$ cat src/rtl/hazard_fwd_ctrl_pkg.sv
// hz_pkg: shared constants for the hazard/forwarding controller.
//   FWD_* : 2-bit operand select encodings (11 is never driven).
//   hz_state_e : controller FSM states.
//   OP_* : opcodes the controller recognises.
//   src_match : non-zero destination matches one of two source addresses.
package hz_pkg;

  localparam logic [1:0] FWD_REG = 2'b00;
  localparam logic [1:0] FWD_WB  = 2'b01;
  localparam logic [1:0] FWD_MEM = 2'b10;

  localparam logic [5:0] OP_J   = 6'h02;
  localparam logic [5:0] OP_BEQ = 6'h04;
  localparam logic [5:0] OP_LW  = 6'h23;

  typedef enum logic [1:0] {
    RUN   = 2'd0,
    STALL = 2'd1,
    FLUSH = 2'd2
  } hz_state_e;

  // $zero never carries a real dependency.
  function automatic logic src_match(input logic [4:0] dst,
                                     input logic [4:0] src_a,
                                     input logic [4:0] src_b);
    return (dst != 5'd0) && ((dst == src_a) || (dst == src_b));
  endfunction

endpackage

$ cat src/rtl/hazard_fwd_ctrl_if.sv
// hazard_fwd_ctrl_if: datapath <-> hazard controller tap bundle.
//   Datapath-driven taps: OpCode, IfId_*, Ctrl_Branch, Br_Taken, IdEx_*,
//   ExMem_*, MemWb_*.
//   Controller-driven: FwdRs/FwdRt, Fwd_IfId_Rs/Rt, Stall, Flush, FwdPc,
//   Hz_Err, Stall_Cnt, Flush_Cnt.
//   master = datapath side, slave = controller side.
interface hazard_fwd_ctrl_if #(
  parameter int CNT_W = 32
);

  logic [5:0]       OpCode;
  logic [4:0]       IfId_Rs;
  logic [4:0]       IfId_Rt;
  logic             Ctrl_Branch;
  logic             Br_Taken;
  logic [4:0]       IdEx_Rs;
  logic [4:0]       IdEx_Rt;
  logic [4:0]       IdEx_Rd;
  logic             IdEx_RegWrite;
  logic             IdEx_RegDst;
  logic             IdEx_MemRead;
  logic [4:0]       ExMem_Rd;
  logic             ExMem_Reg_Wr_Control;
  logic             ExMem_MemRead;
  logic [4:0]       MemWb_Rd;
  logic             MemWb_Reg_Wr_Control;

  logic [1:0]       FwdRs;
  logic [1:0]       FwdRt;
  logic [1:0]       Fwd_IfId_Rs;
  logic [1:0]       Fwd_IfId_Rt;
  logic             Stall;
  logic             Flush;
  logic             FwdPc;
  logic             Hz_Err;
  logic [CNT_W-1:0] Stall_Cnt;
  logic [CNT_W-1:0] Flush_Cnt;

  modport master (
    output OpCode, IfId_Rs, IfId_Rt, Ctrl_Branch, Br_Taken,
           IdEx_Rs, IdEx_Rt, IdEx_Rd, IdEx_RegWrite, IdEx_RegDst, IdEx_MemRead,
           ExMem_Rd, ExMem_Reg_Wr_Control, ExMem_MemRead,
           MemWb_Rd, MemWb_Reg_Wr_Control,
    input  FwdRs, FwdRt, Fwd_IfId_Rs, Fwd_IfId_Rt,
           Stall, Flush, FwdPc, Hz_Err, Stall_Cnt, Flush_Cnt
  );

  modport slave (
    input  OpCode, IfId_Rs, IfId_Rt, Ctrl_Branch, Br_Taken,
           IdEx_Rs, IdEx_Rt, IdEx_Rd, IdEx_RegWrite, IdEx_RegDst, IdEx_MemRead,
           ExMem_Rd, ExMem_Reg_Wr_Control, ExMem_MemRead,
           MemWb_Rd, MemWb_Reg_Wr_Control,
    output FwdRs, FwdRt, Fwd_IfId_Rs, Fwd_IfId_Rt,
           Stall, Flush, FwdPc, Hz_Err, Stall_Cnt, Flush_Cnt
  );

endinterface

$ cat src/rtl/hazard_fwd_ctrl_fwd_sel.sv
// fwd_sel: priority forwarding select for one source register address.
//   rst_i      : forces FWD_REG while high.
//   src_i      : source register address being resolved.
//   exmem_*_i  : EX/MEM write enable and destination (highest priority).
//   memwb_*_i  : MEM/WB write enable and destination.
//   sel_o      : FWD_MEM / FWD_WB / FWD_REG.
module fwd_sel
  import hz_pkg::*;
(
  input  logic       rst_i,
  input  logic [4:0] src_i,
  input  logic       exmem_wr_i,
  input  logic [4:0] exmem_rd_i,
  input  logic       memwb_wr_i,
  input  logic [4:0] memwb_rd_i,
  output logic [1:0] sel_o
);

  always_comb begin
    sel_o = FWD_REG;
    if (!rst_i) begin
      if (exmem_wr_i && (exmem_rd_i != 5'd0) && (exmem_rd_i == src_i)) begin
        sel_o = FWD_MEM;
      end else if (memwb_wr_i && (memwb_rd_i != 5'd0) && (memwb_rd_i == src_i)) begin
        sel_o = FWD_WB;
      end
    end
  end

endmodule

$ cat src/rtl/hazard_fwd_ctrl.sv
// hazard_fwd_ctrl: pipeline hazard and forwarding controller.
//   CLK, RST : clock and synchronous active-high reset.
//   hz       : slave side of hazard_fwd_ctrl_if (datapath taps in,
//              forwarding selects / Stall / Flush / FwdPc / Hz_Err /
//              performance counters out).
//   STALL_MAX: consecutive Stall cycles that raise the sticky Hz_Err.
//   CNT_W    : performance counter width.
// Optional feature macro HZ_PERF_CNT_EN: when defined, Stall_Cnt and
// Flush_Cnt count Stall/Flush cycles (saturating); otherwise tied to 0.
module hazard_fwd_ctrl
  import hz_pkg::*;
#(
  parameter int STALL_MAX = 8,
  parameter int CNT_W     = 32
) (
  input logic              CLK,
  input logic              RST,
  hazard_fwd_ctrl_if.slave hz
);

  localparam int              WD_W    = $clog2(STALL_MAX + 1);
  localparam logic [WD_W-1:0] WD_LAST = WD_W'(STALL_MAX - 1);
  localparam logic [WD_W-1:0] WD_SAT  = WD_W'(STALL_MAX);

  hz_state_e       state_q, state_d;
  logic [1:0]      rem_q, rem_d;
  logic [WD_W-1:0] wd_q, wd_d;
  logic            err_q, err_d;

  logic            stall, flush, fwdpc;
  logic [4:0]      ex_dest;
  logic            lu, bex, bmem, hazard, need2, redirect, wd_trip;

  // Forwarding selects
  fwd_sel u_fwd_ex_rs (
    .rst_i(RST), .src_i(hz.IdEx_Rs),
    .exmem_wr_i(hz.ExMem_Reg_Wr_Control), .exmem_rd_i(hz.ExMem_Rd),
    .memwb_wr_i(hz.MemWb_Reg_Wr_Control), .memwb_rd_i(hz.MemWb_Rd),
    .sel_o(hz.FwdRs)
  );

  fwd_sel u_fwd_ex_rt (
    .rst_i(RST), .src_i(hz.IdEx_Rt),
    .exmem_wr_i(hz.ExMem_Reg_Wr_Control), .exmem_rd_i(hz.ExMem_Rd),
    .memwb_wr_i(hz.MemWb_Reg_Wr_Control), .memwb_rd_i(hz.MemWb_Rd),
    .sel_o(hz.FwdRt)
  );

  fwd_sel u_fwd_id_rs (
    .rst_i(RST), .src_i(hz.IfId_Rs),
    .exmem_wr_i(hz.ExMem_Reg_Wr_Control), .exmem_rd_i(hz.ExMem_Rd),
    .memwb_wr_i(hz.MemWb_Reg_Wr_Control), .memwb_rd_i(hz.MemWb_Rd),
    .sel_o(hz.Fwd_IfId_Rs)
  );

  fwd_sel u_fwd_id_rt (
    .rst_i(RST), .src_i(hz.IfId_Rt),
    .exmem_wr_i(hz.ExMem_Reg_Wr_Control), .exmem_rd_i(hz.ExMem_Rd),
    .memwb_wr_i(hz.MemWb_Reg_Wr_Control), .memwb_rd_i(hz.MemWb_Rd),
    .sel_o(hz.Fwd_IfId_Rt)
  );

  // Hazard terms
  always_comb begin
    ex_dest  = hz.IdEx_RegDst ? hz.IdEx_Rd : hz.IdEx_Rt;
    lu       = hz.IdEx_MemRead && src_match(hz.IdEx_Rt, hz.IfId_Rs, hz.IfId_Rt);
    bex      = hz.Ctrl_Branch && hz.IdEx_RegWrite && !hz.IdEx_MemRead &&
               src_match(ex_dest, hz.IfId_Rs, hz.IfId_Rt);
    bmem     = hz.Ctrl_Branch && hz.ExMem_MemRead &&
               src_match(hz.ExMem_Rd, hz.IfId_Rs, hz.IfId_Rt);
    hazard   = lu || bex || bmem;
    // A branch waiting on a load needs the value through MEM as well.
    need2    = lu && hz.Ctrl_Branch;
    redirect = (hz.Ctrl_Branch && hz.Br_Taken) || (hz.OpCode == OP_J);
  end

  // FSM next state and strobes
  always_comb begin
    state_d = state_q;
    rem_d   = rem_q;
    stall   = 1'b0;
    flush   = 1'b0;
    fwdpc   = 1'b0;
    unique case (state_q)
      RUN: begin
        if (hazard) begin
          stall = 1'b1;
          if (need2) begin
            state_d = STALL;
            rem_d   = 2'd1;
          end
        end else if (redirect) begin
          flush   = 1'b1;
          fwdpc   = 1'b1;
          state_d = FLUSH;
        end
      end
      STALL: begin
        stall = 1'b1;
        rem_d = (rem_q != 2'd0) ? rem_q - 2'd1 : 2'd0;
        if (rem_d == 2'd0) begin
          state_d = RUN;
        end
      end
      FLUSH: begin
        // IF/ID holds a bubble: nothing to detect or redirect.
        state_d = RUN;
      end
      default: begin
        state_d = RUN;
        rem_d   = 2'd0;
      end
    endcase
    if (RST) begin
      stall = 1'b0;
      flush = 1'b0;
      fwdpc = 1'b0;
    end
  end

  // Watchdog: the STALL_MAX-th consecutive stall cycle raises the error
  // in that same cycle; the register keeps it until reset.
  always_comb begin
    wd_trip = stall && (wd_q >= WD_LAST);
    err_d   = err_q || wd_trip;
    wd_d    = '0;
    if (stall) begin
      wd_d = (wd_q == WD_SAT) ? wd_q : wd_q + 1'b1;
    end
  end

  always_ff @(posedge CLK) begin
    if (RST) begin
      state_q <= RUN;
      rem_q   <= '0;
      wd_q    <= '0;
      err_q   <= 1'b0;
    end else begin
      state_q <= state_d;
      rem_q   <= rem_d;
      wd_q    <= wd_d;
      err_q   <= err_d;
    end
  end

  assign hz.Stall  = stall;
  assign hz.Flush  = flush;
  assign hz.FwdPc  = fwdpc;
  assign hz.Hz_Err = err_q || wd_trip;

`ifdef HZ_PERF_CNT_EN
  logic [CNT_W-1:0] stall_cnt_q, stall_cnt_d;
  logic [CNT_W-1:0] flush_cnt_q, flush_cnt_d;

  always_comb begin
    stall_cnt_d = stall_cnt_q;
    flush_cnt_d = flush_cnt_q;
    if (stall && (stall_cnt_q != '1)) begin
      stall_cnt_d = stall_cnt_q + 1'b1;
    end
    if (flush && (flush_cnt_q != '1)) begin
      flush_cnt_d = flush_cnt_q + 1'b1;
    end
  end

  always_ff @(posedge CLK) begin
    if (RST) begin
      stall_cnt_q <= '0;
      flush_cnt_q <= '0;
    end else begin
      stall_cnt_q <= stall_cnt_d;
      flush_cnt_q <= flush_cnt_d;
    end
  end

  assign hz.Stall_Cnt = stall_cnt_q;
  assign hz.Flush_Cnt = flush_cnt_q;
`else
  localparam logic [CNT_W-1:0] CNT_ZERO = '0;

  assign hz.Stall_Cnt = CNT_ZERO;
  assign hz.Flush_Cnt = CNT_ZERO;
`endif

endmodule

$ cat src/flat_wrapper.sv
// flat-port wrapper written by rule: the top's interface ports become plain ports
module hazard_fwd_ctrl_flat import hz_pkg::*;
#(
  parameter int STALL_MAX = 8,
  parameter int CNT_W     = 32
)
  (CLK, RST, hz_OpCode, hz_IfId_Rs, hz_IfId_Rt, hz_Ctrl_Branch, hz_Br_Taken, hz_IdEx_Rs, hz_IdEx_Rt, hz_IdEx_Rd, hz_IdEx_RegWrite, hz_IdEx_RegDst, hz_IdEx_MemRead, hz_ExMem_Rd, hz_ExMem_Reg_Wr_Control, hz_ExMem_MemRead, hz_MemWb_Rd, hz_MemWb_Reg_Wr_Control, hz_FwdRs, hz_FwdRt, hz_Fwd_IfId_Rs, hz_Fwd_IfId_Rt, hz_Stall, hz_Flush, hz_FwdPc, hz_Hz_Err, hz_Stall_Cnt, hz_Flush_Cnt);
  hazard_fwd_ctrl_if #(.CNT_W(CNT_W)) hz_i ();
  input logic CLK;
  input logic RST;
  input wire logic [$bits(hz_i.OpCode)-1:0] hz_OpCode;
  input wire logic [$bits(hz_i.IfId_Rs)-1:0] hz_IfId_Rs;
  input wire logic [$bits(hz_i.IfId_Rt)-1:0] hz_IfId_Rt;
  input wire logic [$bits(hz_i.Ctrl_Branch)-1:0] hz_Ctrl_Branch;
  input wire logic [$bits(hz_i.Br_Taken)-1:0] hz_Br_Taken;
  input wire logic [$bits(hz_i.IdEx_Rs)-1:0] hz_IdEx_Rs;
  input wire logic [$bits(hz_i.IdEx_Rt)-1:0] hz_IdEx_Rt;
  input wire logic [$bits(hz_i.IdEx_Rd)-1:0] hz_IdEx_Rd;
  input wire logic [$bits(hz_i.IdEx_RegWrite)-1:0] hz_IdEx_RegWrite;
  input wire logic [$bits(hz_i.IdEx_RegDst)-1:0] hz_IdEx_RegDst;
  input wire logic [$bits(hz_i.IdEx_MemRead)-1:0] hz_IdEx_MemRead;
  input wire logic [$bits(hz_i.ExMem_Rd)-1:0] hz_ExMem_Rd;
  input wire logic [$bits(hz_i.ExMem_Reg_Wr_Control)-1:0] hz_ExMem_Reg_Wr_Control;
  input wire logic [$bits(hz_i.ExMem_MemRead)-1:0] hz_ExMem_MemRead;
  input wire logic [$bits(hz_i.MemWb_Rd)-1:0] hz_MemWb_Rd;
  input wire logic [$bits(hz_i.MemWb_Reg_Wr_Control)-1:0] hz_MemWb_Reg_Wr_Control;
  output wire logic [$bits(hz_i.FwdRs)-1:0] hz_FwdRs;
  output wire logic [$bits(hz_i.FwdRt)-1:0] hz_FwdRt;
  output wire logic [$bits(hz_i.Fwd_IfId_Rs)-1:0] hz_Fwd_IfId_Rs;
  output wire logic [$bits(hz_i.Fwd_IfId_Rt)-1:0] hz_Fwd_IfId_Rt;
  output wire logic [$bits(hz_i.Stall)-1:0] hz_Stall;
  output wire logic [$bits(hz_i.Flush)-1:0] hz_Flush;
  output wire logic [$bits(hz_i.FwdPc)-1:0] hz_FwdPc;
  output wire logic [$bits(hz_i.Hz_Err)-1:0] hz_Hz_Err;
  output wire logic [$bits(hz_i.Stall_Cnt)-1:0] hz_Stall_Cnt;
  output wire logic [$bits(hz_i.Flush_Cnt)-1:0] hz_Flush_Cnt;
  assign hz_i.OpCode = hz_OpCode;
  assign hz_i.IfId_Rs = hz_IfId_Rs;
  assign hz_i.IfId_Rt = hz_IfId_Rt;
  assign hz_i.Ctrl_Branch = hz_Ctrl_Branch;
  assign hz_i.Br_Taken = hz_Br_Taken;
  assign hz_i.IdEx_Rs = hz_IdEx_Rs;
  assign hz_i.IdEx_Rt = hz_IdEx_Rt;
  assign hz_i.IdEx_Rd = hz_IdEx_Rd;
  assign hz_i.IdEx_RegWrite = hz_IdEx_RegWrite;
  assign hz_i.IdEx_RegDst = hz_IdEx_RegDst;
  assign hz_i.IdEx_MemRead = hz_IdEx_MemRead;
  assign hz_i.ExMem_Rd = hz_ExMem_Rd;
  assign hz_i.ExMem_Reg_Wr_Control = hz_ExMem_Reg_Wr_Control;
  assign hz_i.ExMem_MemRead = hz_ExMem_MemRead;
  assign hz_i.MemWb_Rd = hz_MemWb_Rd;
  assign hz_i.MemWb_Reg_Wr_Control = hz_MemWb_Reg_Wr_Control;
  assign hz_FwdRs = hz_i.FwdRs;
  assign hz_FwdRt = hz_i.FwdRt;
  assign hz_Fwd_IfId_Rs = hz_i.Fwd_IfId_Rs;
  assign hz_Fwd_IfId_Rt = hz_i.Fwd_IfId_Rt;
  assign hz_Stall = hz_i.Stall;
  assign hz_Flush = hz_i.Flush;
  assign hz_FwdPc = hz_i.FwdPc;
  assign hz_Hz_Err = hz_i.Hz_Err;
  assign hz_Stall_Cnt = hz_i.Stall_Cnt;
  assign hz_Flush_Cnt = hz_i.Flush_Cnt;
  hazard_fwd_ctrl #(.STALL_MAX(STALL_MAX), .CNT_W(CNT_W)) u_core (.CLK(CLK), .RST(RST), .hz(hz_i));
endmodule
$ cat config.mk
export PLATFORM = sky130hd
export DESIGN_NAME = hazard_fwd_ctrl_flat
export DESIGN_NICKNAME = d
export VERILOG_FILES = /design/src/rtl/hazard_fwd_ctrl_pkg.sv /design/src/rtl/hazard_fwd_ctrl_if.sv /design/src/rtl/hazard_fwd_ctrl_fwd_sel.sv /design/src/rtl/hazard_fwd_ctrl.sv /design/src/flat_wrapper.sv
export SDC_FILE = /design/constraint.sdc
export NUM_CORES = 1
export LEC_CHECK = 0
export ABC_AREA = 1
export CAP_MARGIN = 20
export CORE_MARGIN = 4
export CORE_UTILIZATION = 35
export DETAILED_ROUTE_END_ITERATION = 12
export PLACE_DENSITY = 0.87
export REMOVE_ABC_BUFFERS = 1
export SETUP_SLACK_MARGIN = 0.2
export SYNTH_ARGS = -nofsm -noshare
export SYNTH_HDL_FRONTEND = slang
export SYNTH_SLANG_ARGS = --single-unit
$ cat constraint.sdc
create_clock -name CLK -period 1.7 [get_ports CLK]
set_input_delay 0.34 -clock CLK [delete_from_list [all_inputs] [get_ports CLK]]
set_output_delay 0.34 -clock CLK [all_outputs]
set_load 0.005 [all_outputs]
==> flow_summary_export.csv <==
group,metric,value,unit
synthesis,synth_area,2140,um2
placement,place_area,3080,um2
cts,cts.sinks,9,
cts,cts.clk_slew.worst_paths,0.04,ns
die,rows,28,
critical_path,cp_data_required_time,1.36,ns
cts,cts_tree,"built",
die,coreArea,5920,um2
power_and_ir_drop,p_leak,2.05,nW
sta,slew_violations,0,
power_and_ir_drop,p_int,0.811,mW
synthesis,seq_area_frac_synth,8.42,%
placement,port_buffers,62,
cts,clockBufferDepth,2,
critical_path,critical_path.top_delay_family,"simple AND/OR/NAND/NOR gates",
power_and_ir_drop,switching_share,41.2,%
synthesis,yosys_warnings,0,
sta,fin_ws,-0.357,ns
die,dieWidth,86.2,um
global_route,grt_max_degree,7,
cts,cts_buffers,3,
synthesis,ys_seq_elements,9,
synthesis,synth_enable_flop_cells,0,
run_status,outcome,"finished with violations",
drt,drtIter0Drc,210,
synthesis,synth.top_cell.area_share,22.8,%
layout,layout_common_cells,"conb_1, nand2_1, buf_4",
placement,gp_congestion,0.885,
layout,final_net_count,563,
critical_path,crit_chain,"clkdlybuf4s15_1, inv_1, nand2_2, nand3_1, nand2_1, nor2_1, nand3_2, nand2_2, nand2_4, nand3_4, buf_6, nand3_4, nand2_2, buf_2",
synthesis,synth-main-ff-cell,"dfxtp_1",
drt,wl,8220,um
worst_hold_path,hold_path.class,"reg2reg",
critical_path,critical-path-max-stage-delay,0.19,ns
drt,ant_nets,0,
critical_path,crit_top_cell,"nand2_2",
layout,design_area,3870,um2
placement,dp_hpwl,5740,um
die,die_height,86.2,um
sta,hold_viol_final,0,
drt,drc,0,
drt,vias,2775,
drt,first_pass_iters,4,
sta,setup_viol,10,
sta,min_period_over_period,121,%
layout,layout_commonest_cell,"conb_1",
global_route,antenna_found_initial,0,
placement,place_ws,-1.16,ns
critical_path,path_class,"in2out",
sta,finalCriticalPeriod,2.06,ns
layout,drive_gt1_share,48.7,%
run_status,violations,"negative setup slack",
synthesis,syn_area_per_cell,5.79,um2
cts,clkLatencyLatePin,0.24,ns
critical_path,cp-end-kind,"primary output",
sta,fin_skew,0.00134,ns
power_and_ir_drop,switchingPower,0.568,mW
flow_run,drv_cap,0,
critical_path,path_max_fanout,3,
sta,fmax,486,MHz
layout,syn2layout_area_growth,80.8,%
layout,diodes,0,
synthesis,syn_inst,370,
die,pin_count,127,
critical_path,critPathBufInv,4,
die,initial_core_util,36.2,%
cts,root_buffer,"clkbuf_8",
global_route,grt_pass1_wl,12100,um
synthesis,yosysTopAreaCell,"buf_4",
critical_path,cp.arrival,1.72,ns
power_and_ir_drop,power_frac_comb,65.1,%
global_route,grt_pass1_vias,2655,
synthesis,synth.distinct_cells,33,
power_and_ir_drop,seq_power_share,16.6,%
drt,wl_per_cell,14.1,um
critical_path,cp_slowest_cell,"clkdlybuf4s15_1",
die,dieArea,7430,um2
layout,multi_input_area,1970,um2
synthesis,yosys-top-cells-area,"buf_4, nand2_1, dfxtp_1",
cts,htree_levels,1,
power_and_ir_drop,peakVddDrop,244,uV
power_and_ir_drop,pwr_density_cell,356,nW/um2
layout,seq_area,180,um2
global_route,grt_overflow_total,0,
power_and_ir_drop,clock_power_share,18.3,%
layout,nFillCells,503,
synthesis,async_flop_share,0,%
global_route,grtUsageTotal,19.9,%
sta,holdWs,0.463,ns
sta,rsz0062_at_grt,"true",
drt,routed_via_density,4.75,
critical_path,critPathLaunchType,"input pin",
power_and_ir_drop,power,1.38,mW
==> layer usage <==
layer  vias to the layer above  GRT usage, %  part of all wire (%)
met4                         0          6.23                   3.5
li1                       1323             -                     -
met3                        29          3.23                   8.1
met1                      1278          22.5                    35
met2                       145          37.8                    53
met5                         -             0                     0
==> worst reg2reg max path, delay by kind of cell, from the launching register on <==
kind            cells  cell delay (ns)
simple gates        3             0.30
buf+inv             1             0.09
fa+ha+maj           1             0.20
compound gates      1             0.24
flops               1             0.34
==> through the flow <==
step / TNS, ns / utilization (%) / instances
final: -1.62 / 65.4 / 584
after global routing: -2.47 / 65.4 / 584
after CTS: -1.56 / 59.4 / 580
after detailed placement: -16.73 / 52.0 / 566
after global placement: -16.48 / 52.0 / 566
after floorplan: 0 / - / 360
==> flip-flops by register name (all words and copies together), names as in the netlist <==
name and flops:
u_core.wd_q 4, u_core.rem_q 2, u_core.state_q 2, u_core.err_q 1
==> cells by family (layout without fill, tap and decap cells) <==
family                     Yosys count  count (layout)  synth area share, %
AOI/OAI and AO/OA                   31              31                 8.71
xor gates and xnor gates            22              22                 9.00
adders and majority gates            2               2                 1.17
buffers and inverters              121             197                 33.4
DFF                                  9               9                 8.42
other                                1              64                0.175
and+or+nand+nor                    184             184                 39.1
==> area by class of cell <==
cell class	instances	area share [%]
multi-input cells	303	50.9
repair inverters	1	0.226
well taps	75	2.42
inverters	48	5.91
flip-flops and latches	9	4.65
repair buffers	144	34.7
clock buffers	4	1.16
==> cell usage after synthesis (2+ instances only) <==
cell,number
buf_2,4
buf_4,65
xnor2_1,6
nand3b_1,2
inv_1,39
nor2_1,27
nor4_1,4
nand2_1,88
a21oi_1,14
nand3_1,28
clkbuf_1,3
a21oi_2,2
dfxtp_1,9
o22ai_1,6
nand2_2,11
nor3_1,9
inv_2,8
nand3_2,4
xor2_1,16
o21ai_0,3
ha_1,2
or2_2,3
nand4_1,7
==> power groups by stage <==
stage / Sequential [mW] / Clock (mW) / Combinational, mW
3_5_place_dp: 0.231 / 0 / 0.655
5_1_grt: 0.230 / 0.272 / 0.968
4_1_cts: 0.228 / 0.256 / 0.769
2_1_floorplan: 0.231 / 0 / 0.281
3_3_place_gp: 0.230 / 0 / 0.644
6_report: 0.229 / 0.252 / 0.898
==> worst paths after layout <==
path                                      start         endpoint  slack, ns  cells after the start
worst min-delay path            u_core.rem_q[1]  u_core.rem_q[1]       0.46                      2
worst min register to register  u_core.rem_q[1]  u_core.rem_q[1]       0.46                      2
worst max register to register   u_core.wd_q[0]   u_core.wd_q[1]       0.41                      6
worst max-delay path              hz_IdEx_Rd[0]        hz_Hz_Err      -0.36                     14
==> repair_timing <==
action	in CTS	in global routing
resized for setup	318	92
setup buffers	8	4
hold buffers	0	0
endpoints found under the setup margin	21	21
cloned	2	0
pin swaps	48	47
No activity file was read; power rests on OpenSTA's default activity.
